`config.mk`:
```
export PLATFORM = sky130hd
export DESIGN_NAME = adc_echo_train_seq
export DESIGN_NICKNAME = d
export VERILOG_FILES = /design/src/rtl/adc_seq_pkg.sv /design/src/rtl/adc_seq_down_cnt.sv /design/src/rtl/adc_echo_train_seq.sv
export SDC_FILE = /design/constraint.sdc
export NUM_CORES = 1
export LEC_CHECK = 0
export ABC_AREA = 1
export CORE_MARGIN = 2
export CORE_UTILIZATION = 40
export CTS_CLUSTER_DIAMETER = 60
export DETAILED_ROUTE_END_ITERATION = 7
export HOLD_SLACK_MARGIN = 0.03
export PLACE_DENSITY_LB_ADDON = 0.05
export SLEW_MARGIN = 15
export SYNTH_ARGS = -nofsm -noshare
export SYNTH_HDL_FRONTEND = slang
export SYNTH_HIERARCHICAL = 1
export SYNTH_SLANG_ARGS = --single-unit
```
`constraint.sdc`:
```
create_clock -name CLK -period 4.2 [get_ports CLK]
set_clock_uncertainty 0.1 [all_clocks]
set_input_delay 1.05 -clock CLK [delete_from_list [all_inputs] [get_ports CLK]]
set_output_delay 1.05 -clock CLK [all_outputs]
set_load 0.005 [all_outputs]
```
`src/rtl/adc_seq_pkg.sv`:
```
// Shared types and helpers for the ADC echo-train sequencer.
// The optional abort feature in the top module is enabled by defining SEQ_ABORT_EN.
package adc_seq_pkg;

    localparam int DATABUS_WIDTH_DEF  = 32;
    localparam int ECHO_CNT_WIDTH_DEF = 16;

    typedef enum logic [4:0] {
        ST_IDLE    = 5'b00001,
        ST_PRE     = 5'b00010,
        ST_WND_ON  = 5'b00100,
        ST_WND_OFF = 5'b01000,
        ST_FIN     = 5'b10000
    } seq_state_t;

    // The window must fit inside the period so that every window has a low gap.
    function automatic logic cfg_legal(input logic [63:0] num_echoes,
                                       input logic [63:0] wnd_len,
                                       input logic [63:0] echo_period);
        return (num_echoes != 64'd0) && (wnd_len != 64'd0) && (echo_period > wnd_len);
    endfunction

endpackage

```
`src/rtl/adc_seq_down_cnt.sv`:
```
// Loadable down-counter that stops at zero and reports terminal count.
module adc_seq_down_cnt #(
    parameter int WIDTH = 32
) (
    input  logic             clk,
    input  logic             rst_n,
    input  logic             load_i,
    input  logic [WIDTH-1:0] load_val_i,
    input  logic             en_i,
    output logic             zero_o
);

    logic [WIDTH-1:0] cnt_q;

    always_ff @(posedge clk or negedge rst_n) begin
        if (!rst_n) begin
            cnt_q <= '0;
        end else if (load_i) begin
            cnt_q <= load_val_i;
        end else if (en_i && (cnt_q != '0)) begin
            cnt_q <= cnt_q - 1'b1;
        end
    end

    assign zero_o = (cnt_q == '0);

endmodule

```
`src/rtl/adc_echo_train_seq.sv`:
```
// CPMG echo-train sequencer driving the acquisition window generator.
// Define SEQ_ABORT_EN to add the ABORT input and sticky ABORTED output.
module adc_echo_train_seq
    import adc_seq_pkg::*;
#(
    parameter int DATABUS_WIDTH  = DATABUS_WIDTH_DEF,
    parameter int ECHO_CNT_WIDTH = ECHO_CNT_WIDTH_DEF
) (
    input  logic                      CLK,
    input  logic                      RESET_N,
    input  logic                      START,
    input  logic [DATABUS_WIDTH-1:0]  FIRST_DELAY,
    input  logic [DATABUS_WIDTH-1:0]  ECHO_PERIOD,
    input  logic [DATABUS_WIDTH-1:0]  WND_LEN,
    input  logic [ECHO_CNT_WIDTH-1:0] NUM_ECHOES,
    input  logic                      ACQ_EN,
`ifdef SEQ_ABORT_EN
    input  logic                      ABORT,
    output logic                      ABORTED,
`endif
    output logic                      ACQ_WND,
    output logic                      BUSY,
    output logic                      DONE,
    output logic [ECHO_CNT_WIDTH-1:0] ECHO_IDX,
    output logic [DATABUS_WIDTH-1:0]  SAMPLE_CNT,
    output logic                      CFG_ERR,
    output logic                      OVERRUN
);

    seq_state_t state_q, state_d;
    logic acq_wnd_q, acq_wnd_d, busy_q, busy_d, done_q, done_d;
    logic cfg_err_q, cfg_err_d, overrun_q, overrun_d;
    logic [ECHO_CNT_WIDTH-1:0] echo_idx_q, echo_idx_d;
    logic [DATABUS_WIDTH-1:0]  sample_cnt_q, sample_cnt_d;
    logic [DATABUS_WIDTH-1:0]  wnd_m1_q, wnd_m1_d, off_m1_q, off_m1_d;
`ifdef SEQ_ABORT_EN
    logic aborted_q, aborted_d;
`endif

    logic                      tmr_load, tmr_en, tmr_zero;
    logic [DATABUS_WIDTH-1:0]  tmr_val;
    logic                      ech_load, ech_en, ech_zero;
    logic [ECHO_CNT_WIDTH-1:0] ech_val;

    adc_seq_down_cnt #(.WIDTH(DATABUS_WIDTH)) u_tmr (
        .clk(CLK), .rst_n(RESET_N), .load_i(tmr_load), .load_val_i(tmr_val),
        .en_i(tmr_en), .zero_o(tmr_zero)
    );

    // Counts echoes remaining after the current window.
    adc_seq_down_cnt #(.WIDTH(ECHO_CNT_WIDTH)) u_ech (
        .clk(CLK), .rst_n(RESET_N), .load_i(ech_load), .load_val_i(ech_val),
        .en_i(ech_en), .zero_o(ech_zero)
    );

    always_ff @(posedge CLK or negedge RESET_N) begin
        if (!RESET_N) begin
            state_q      <= ST_IDLE;
            acq_wnd_q    <= 1'b0;
            busy_q       <= 1'b0;
            done_q       <= 1'b0;
            cfg_err_q    <= 1'b0;
            overrun_q    <= 1'b0;
            echo_idx_q   <= '0;
            sample_cnt_q <= '0;
            wnd_m1_q     <= '0;
            off_m1_q     <= '0;
`ifdef SEQ_ABORT_EN
            aborted_q    <= 1'b0;
`endif
        end else begin
            state_q      <= state_d;
            acq_wnd_q    <= acq_wnd_d;
            busy_q       <= busy_d;
            done_q       <= done_d;
            cfg_err_q    <= cfg_err_d;
            overrun_q    <= overrun_d;
            echo_idx_q   <= echo_idx_d;
            sample_cnt_q <= sample_cnt_d;
            wnd_m1_q     <= wnd_m1_d;
            off_m1_q     <= off_m1_d;
`ifdef SEQ_ABORT_EN
            aborted_q    <= aborted_d;
`endif
        end
    end

    always_comb begin
        state_d      = state_q;
        acq_wnd_d    = acq_wnd_q;
        busy_d       = busy_q;
        done_d       = 1'b0;
        cfg_err_d    = cfg_err_q;
        overrun_d    = overrun_q;
        echo_idx_d   = echo_idx_q;
        sample_cnt_d = sample_cnt_q;
        wnd_m1_d     = wnd_m1_q;
        off_m1_d     = off_m1_q;
        tmr_load     = 1'b0;
        tmr_en       = 1'b0;
        tmr_val      = '0;
        ech_load     = 1'b0;
        ech_en       = 1'b0;
        ech_val      = '0;
`ifdef SEQ_ABORT_EN
        aborted_d    = aborted_q;
`endif

        if (busy_q && ACQ_EN && (sample_cnt_q != '1)) begin
            sample_cnt_d = sample_cnt_q + 1'b1;
        end

        case (state_q)
            ST_IDLE: begin
                if (START) begin
                    sample_cnt_d = '0;
                    echo_idx_d   = '0;
                    overrun_d    = 1'b0;
                    wnd_m1_d     = WND_LEN - 1'b1;
                    off_m1_d     = ECHO_PERIOD - WND_LEN - 1'b1;
`ifdef SEQ_ABORT_EN
                    aborted_d    = 1'b0;
`endif
                    if (!cfg_legal(64'(NUM_ECHOES), 64'(WND_LEN), 64'(ECHO_PERIOD))) begin
                        cfg_err_d = 1'b1;
                        done_d    = 1'b1;
                    end else begin
                        cfg_err_d = 1'b0;
                        busy_d    = 1'b1;
                        state_d   = ST_PRE;
                        tmr_load  = 1'b1;
                        tmr_val   = (FIRST_DELAY == '0) ? '0 : FIRST_DELAY - 1'b1;
                        ech_load  = 1'b1;
                        ech_val   = NUM_ECHOES - 1'b1;
                    end
                end
            end
            ST_PRE: begin
                if (tmr_zero) begin
                    acq_wnd_d = 1'b1;
                    state_d   = ST_WND_ON;
                    tmr_load  = 1'b1;
                    tmr_val   = wnd_m1_q;
                end else begin
                    tmr_en = 1'b1;
                end
            end
            ST_WND_ON: begin
                if (tmr_zero) begin
                    acq_wnd_d = 1'b0;
                    if (ech_zero) begin
                        state_d = ST_FIN;
                        done_d  = 1'b1;
                    end else begin
                        ech_en   = 1'b1;
                        state_d  = ST_WND_OFF;
                        tmr_load = 1'b1;
                        tmr_val  = off_m1_q;
                    end
                end else begin
                    tmr_en = 1'b1;
                end
            end
            ST_WND_OFF: begin
                if (tmr_zero) begin
                    acq_wnd_d  = 1'b1;
                    echo_idx_d = echo_idx_q + 1'b1;
                    overrun_d  = overrun_q | ACQ_EN;
                    state_d    = ST_WND_ON;
                    tmr_load   = 1'b1;
                    tmr_val    = wnd_m1_q;
                end else begin
                    tmr_en = 1'b1;
                end
            end
            ST_FIN: begin
                busy_d  = 1'b0;
                state_d = ST_IDLE;
            end
            default: begin
                state_d = ST_IDLE;
                busy_d  = 1'b0;
            end
        endcase

`ifdef SEQ_ABORT_EN
        // Abort wins over any window rise scheduled for the same edge.
        if (ABORT && busy_q && (state_q != ST_FIN)) begin
            acq_wnd_d  = 1'b0;
            state_d    = ST_FIN;
            done_d     = 1'b1;
            aborted_d  = 1'b1;
            echo_idx_d = echo_idx_q;
            overrun_d  = overrun_q;
        end
`endif
    end

    assign ACQ_WND    = acq_wnd_q;
    assign BUSY       = busy_q;
    assign DONE       = done_q;
    assign ECHO_IDX   = echo_idx_q;
    assign SAMPLE_CNT = sample_cnt_q;
    assign CFG_ERR    = cfg_err_q;
    assign OVERRUN    = overrun_q;
`ifdef SEQ_ABORT_EN
    assign ABORTED    = aborted_q;
`endif

endmodule

```
==> impl_metrics.csv <==
group,metric,value,unit
clock_network,cts-htree-levels,4,
grt,grtUsageTotal,0.2513,
yosys,async_flop_share,1.000,
setup_path,crit_type,"in -> reg",
grt,overflow,0,
final_layout,seq_area,4255,um2
setup_path,worstSetupEndpointType,"register",
timing,relSlewSlack,0.4660,
clock_network,cts_tree,"done",
power,ir_worst_vdd,0.3167,mV
setup_path,cp-startpoint,"WND_LEN[30]",
floorplanning,die_y,193.5,um
flow_run,drv_cap,0,
timing,tns,0,ps
timing,maxSlewViolCount,0,
routing,via_count,14641,
placed_design,hpwl,37800,um
clock_network,numClockSinks,170,
power,clkPwrFrac,0.210,
power,switchingPower,0.003650,W
floorplanning,start_util,0.4050,
yosys,synth_cells,2180,
clock_network,clockBufferDepth,2,
power,p_int,0.004642,W
grt,grt_pass1_wl,75440,um
floorplanning,die_w,193.5,um
timing,hold_viol_final,0,
grt,grt_pass1_vias,14018,
setup_path,r2r.worst_path.cells,16,
setup_path,worst-path-max-fanout,27,
clock_network,cts_hold_buf,0,
yosys,syn-cell-area,14370,um2
yosys,ys_seq_area_frac,0.2962,
setup_path,cp-start-kind,"input pin",
power,powerDensity,471.8,nW/um2
yosys,synth.avg_cell_area,6.591,um2
power,cellLeakagePower,8.192,nW
setup_path,reg2reg_slack,780,ps
final_layout,syn2layout_area_growth,22.31,%
yosys,synthesis.nets,2339,
setup_path,arrival,4030,ps
placed_design,port_buffers,168,
routing,drt-vias-per-instance,5.125,
timing,whs,385.1,ps
final_layout,nFillCells,3670,
timing,max_clock_freq,262.3,MHz
setup_path,slowest_delay,630,ps
yosys,synth_ff_type,"dfrtp_1",
routing,route.detailed.drc,0,
setup_path,crit_required,4410,ps
placed_design,place_congestion,0.9889,
power,pwr-share-comb,0.462,
placed_design,pre_cts_slack,-6.163,ps
grt,grt_max_degree,84,
timing,rsz0062_at_grt,"no",
clock_network,cts_root_buf,"clkbuf_16",
timing,setup_slack,388.1,ps
setup_path,worstReg2RegEnd,"u_tmr/cnt_q[6]",
routing,dr.pass1.iters,5,
setup_path,critPathCapture,"u_tmr/cnt_q[8]",
floorplanning,rows,69,
yosys,ys_ff_latch,170,
routing,drtAntennaViolNets,0,
power,switching_share,0.4402,
clock_network,cts_inserted_buffers,17,
clock_network,clkTransAtPathRegs,70,ps
run_status,outcome,"complete, no violations",
routing,drt_wl_total,47220,um
floorplanning,ios,169,
setup_path,cp_slowest_cell,"clkdlybuf4s50_1",
final_layout,multi_input_comb_area,9007,um2
yosys,ys_types,59,
floorplanning,placeableCoreArea,35480,um2
final_layout,antenna_cells,0,
routing,routedWlPerCell,16.53,um
power,power_frac_seq,0.328,
timing,setup_viol,0,
grt,antenna_found_initial,0,
timing,fin_crit_sh,0.9076,
floorplanning,dieArea,37450,um2
yosys,synth_edf_count,0,
clock_network,clkLatencyLatePin,440,ps
routing,drt_iter0_drc,1098,
final_layout,layout.nets,2543,
final_layout,layout-drive-gt1-share,0.1018,
worst_hold_path,hold_path_class,"reg -> reg",
clock_network,post_cts_resized,0,
clock_network,post_cts_buffers,0,
setup_path,crit_chain,"clkdlybuf4s50_1 -> inv_1 -> ha_1 -> nand2_1 -> nor2_1 -> nand2_1 -> nor2_2 -> nand3_1 -> o21ai_1 -> nor2_1 -> nand2_4 -> nor2_8 -> inv_6 -> nand3_2 -> inv_1 -> buf_12 -> nand2_4 -> nand2_2 -> o21ai_2",
yosys,ys_warn_count,6,
setup_path,r2r-start,"u_tmr/cnt_q[0]",
timing,fin_crit,3812,ps
timing,worst_pin_slew,800.9,ps
layer usage:
metal	share of wire	vias up	wire [um]	track usage
li1	-	7425	-	-
met1	0.49	6807	23360	0.3786
met2	0.43	364	20530	0.3765
met3	0.050	45	2353	0.03365
met4	0.021	0	983	0.06503
met5	0	-	0	0
final cells by class:
cell class | count | share of cell area
clock buffer | 18 | 0.02442
clock inverter | 13 | 0.01168
tap | 461 | 0.03282
timing repair buffer | 236 | 0.1305
sequential | 170 | 0.2421
inverter | 213 | 0.04592
multi-input combinational | 1746 | 0.5125
stage by stage:
stage                     cells  total power (W)  utilization  area, um2
after floorplan            2180         0.005313            -      14370
after CTS                  2857         0.008317       0.4953      17570
after global routing       2857         0.008985       0.4953      17570
final                      2857         0.008291       0.4953      17570
after detailed placement   2826         0.006526       0.4774      16940
after global placement     2826         0.006484       0.4774      16940
critical path, delay by kind of cell:
kind / cells / cell delay, ps
and+or+nand+nor: 11 / 1360
buffers and inverters: 5 / 1110
AOI/OAI and AO/OA: 2 / 200
adders and majority gates: 1 / 310
cells by family (layout without fill, tap and decap cells):
| group | count (synthesis) | after routing | synth area share |
|---|---|---|---|
| and+or+nand+nor | 1331 | 1331 | 0.4188 |
| muxes | 1 | 1 | 0.0006966 |
| buffers and inverters | 264 | 480 | 0.07750 |
| adders and majority gates | 43 | 43 | 0.03797 |
| DFF | 170 | 170 | 0.2962 |
| xor gates and xnor gates | 107 | 107 | 0.06574 |
| AOI/OAI and AO/OA | 264 | 264 | 0.1031 |
registers in the layout (all words and copies together) (netlist names), 5 cells and up:
register and flops:
SAMPLE_CNT 32, off_m1_q 32, u_tmr/cnt_q 32, wnd_m1_q 32, ECHO_IDX 16, u_ech/cnt_q 16, state_q 5
worst min-delay path by stage:
stage,start,end,slack [ps],cells after the start
finish,off_m1_q[26],off_m1_q[26],390,2
global placement,off_m1_q[17],off_m1_q[17],360,2
detailed placement,off_m1_q[17],off_m1_q[17],370,2
CTS,off_m1_q[17],off_m1_q[17],390,2
floorplan,wnd_m1_q[11],wnd_m1_q[11],350,2
global route,off_m1_q[1],off_m1_q[1],410,2
cell usage after synthesis, types with 5 or more instances:
| master | instances | area (um2) |
|---|---|---|
| xor2_1 | 71 | 621.9 |
| nor2_4 | 16 | 180.2 |
| or2_2 | 15 | 93.84 |
| buf_6 | 8 | 90.09 |
| nand3_1 | 153 | 765.7 |
| nor2_2 | 26 | 162.7 |
| nor3_1 | 32 | 160.2 |
| o21ai_0 | 113 | 565.5 |
| nand3b_1 | 8 | 60.06 |
| dfrtp_1 | 169 | 4229 |
| inv_2 | 6 | 22.52 |
| buf_2 | 19 | 95.09 |
| a31oi_1 | 6 | 37.54 |
| nand4_1 | 23 | 143.9 |
| inv_1 | 203 | 762.0 |
| o21ai_2 | 5 | 43.79 |
| xnor2_1 | 35 | 306.5 |
| nand2_2 | 17 | 106.4 |
| a22oi_1 | 23 | 172.7 |
| a21oi_1 | 81 | 405.4 |
| o21bai_1 | 6 | 45.04 |
| clkbuf_1 | 19 | 71.32 |
| o21ai_1 | 11 | 55.05 |
| nand2_1 | 680 | 2552 |
| nand3_2 | 34 | 340.3 |
| nor4_1 | 11 | 68.82 |
| ha_1 | 42 | 525.5 |
| nor2_1 | 289 | 1085 |
| nand2_4 | 9 | 101.4 |
placed cells by master (no fill, tap or decap), types with 6 or more instances in the layout:
cell type	n
a22oi_1	23
buf_4	60
buf_12	8
nand2_4	10
nand2_2	17
o21ai_0	113
nand3b_1	8
inv_1	203
nor2_1	289
nand4_1	23
xor2_1	71
inv_2	6
ha_1	42
dfrtp_1	169
nand2_1	679
clkdlybuf4s50_1	167
nor2_2	26
a31oi_1	6
nor3_1	32
o21ai_1	11
nand3_1	153
o21bai_1	6
nor4_1	11
nor2_4	16
xnor2_1	35
clkbuf_16	17
or2_2	15
nand3_2	34
a21oi_1	81
power by group through the flow:
stage	Combinational (W)	Clock (W)	Sequential [W]
detailed placement	0.00380	0	0.00272
finish	0.00383	0.00174	0.00272
floorplan	0.00273	0	0.00259
global route	0.00435	0.00184	0.00279
CTS	0.00383	0.00179	0.00271
global placement	0.00376	0	0.00272
Note: power is estimated with default switching activity, not from simulation.
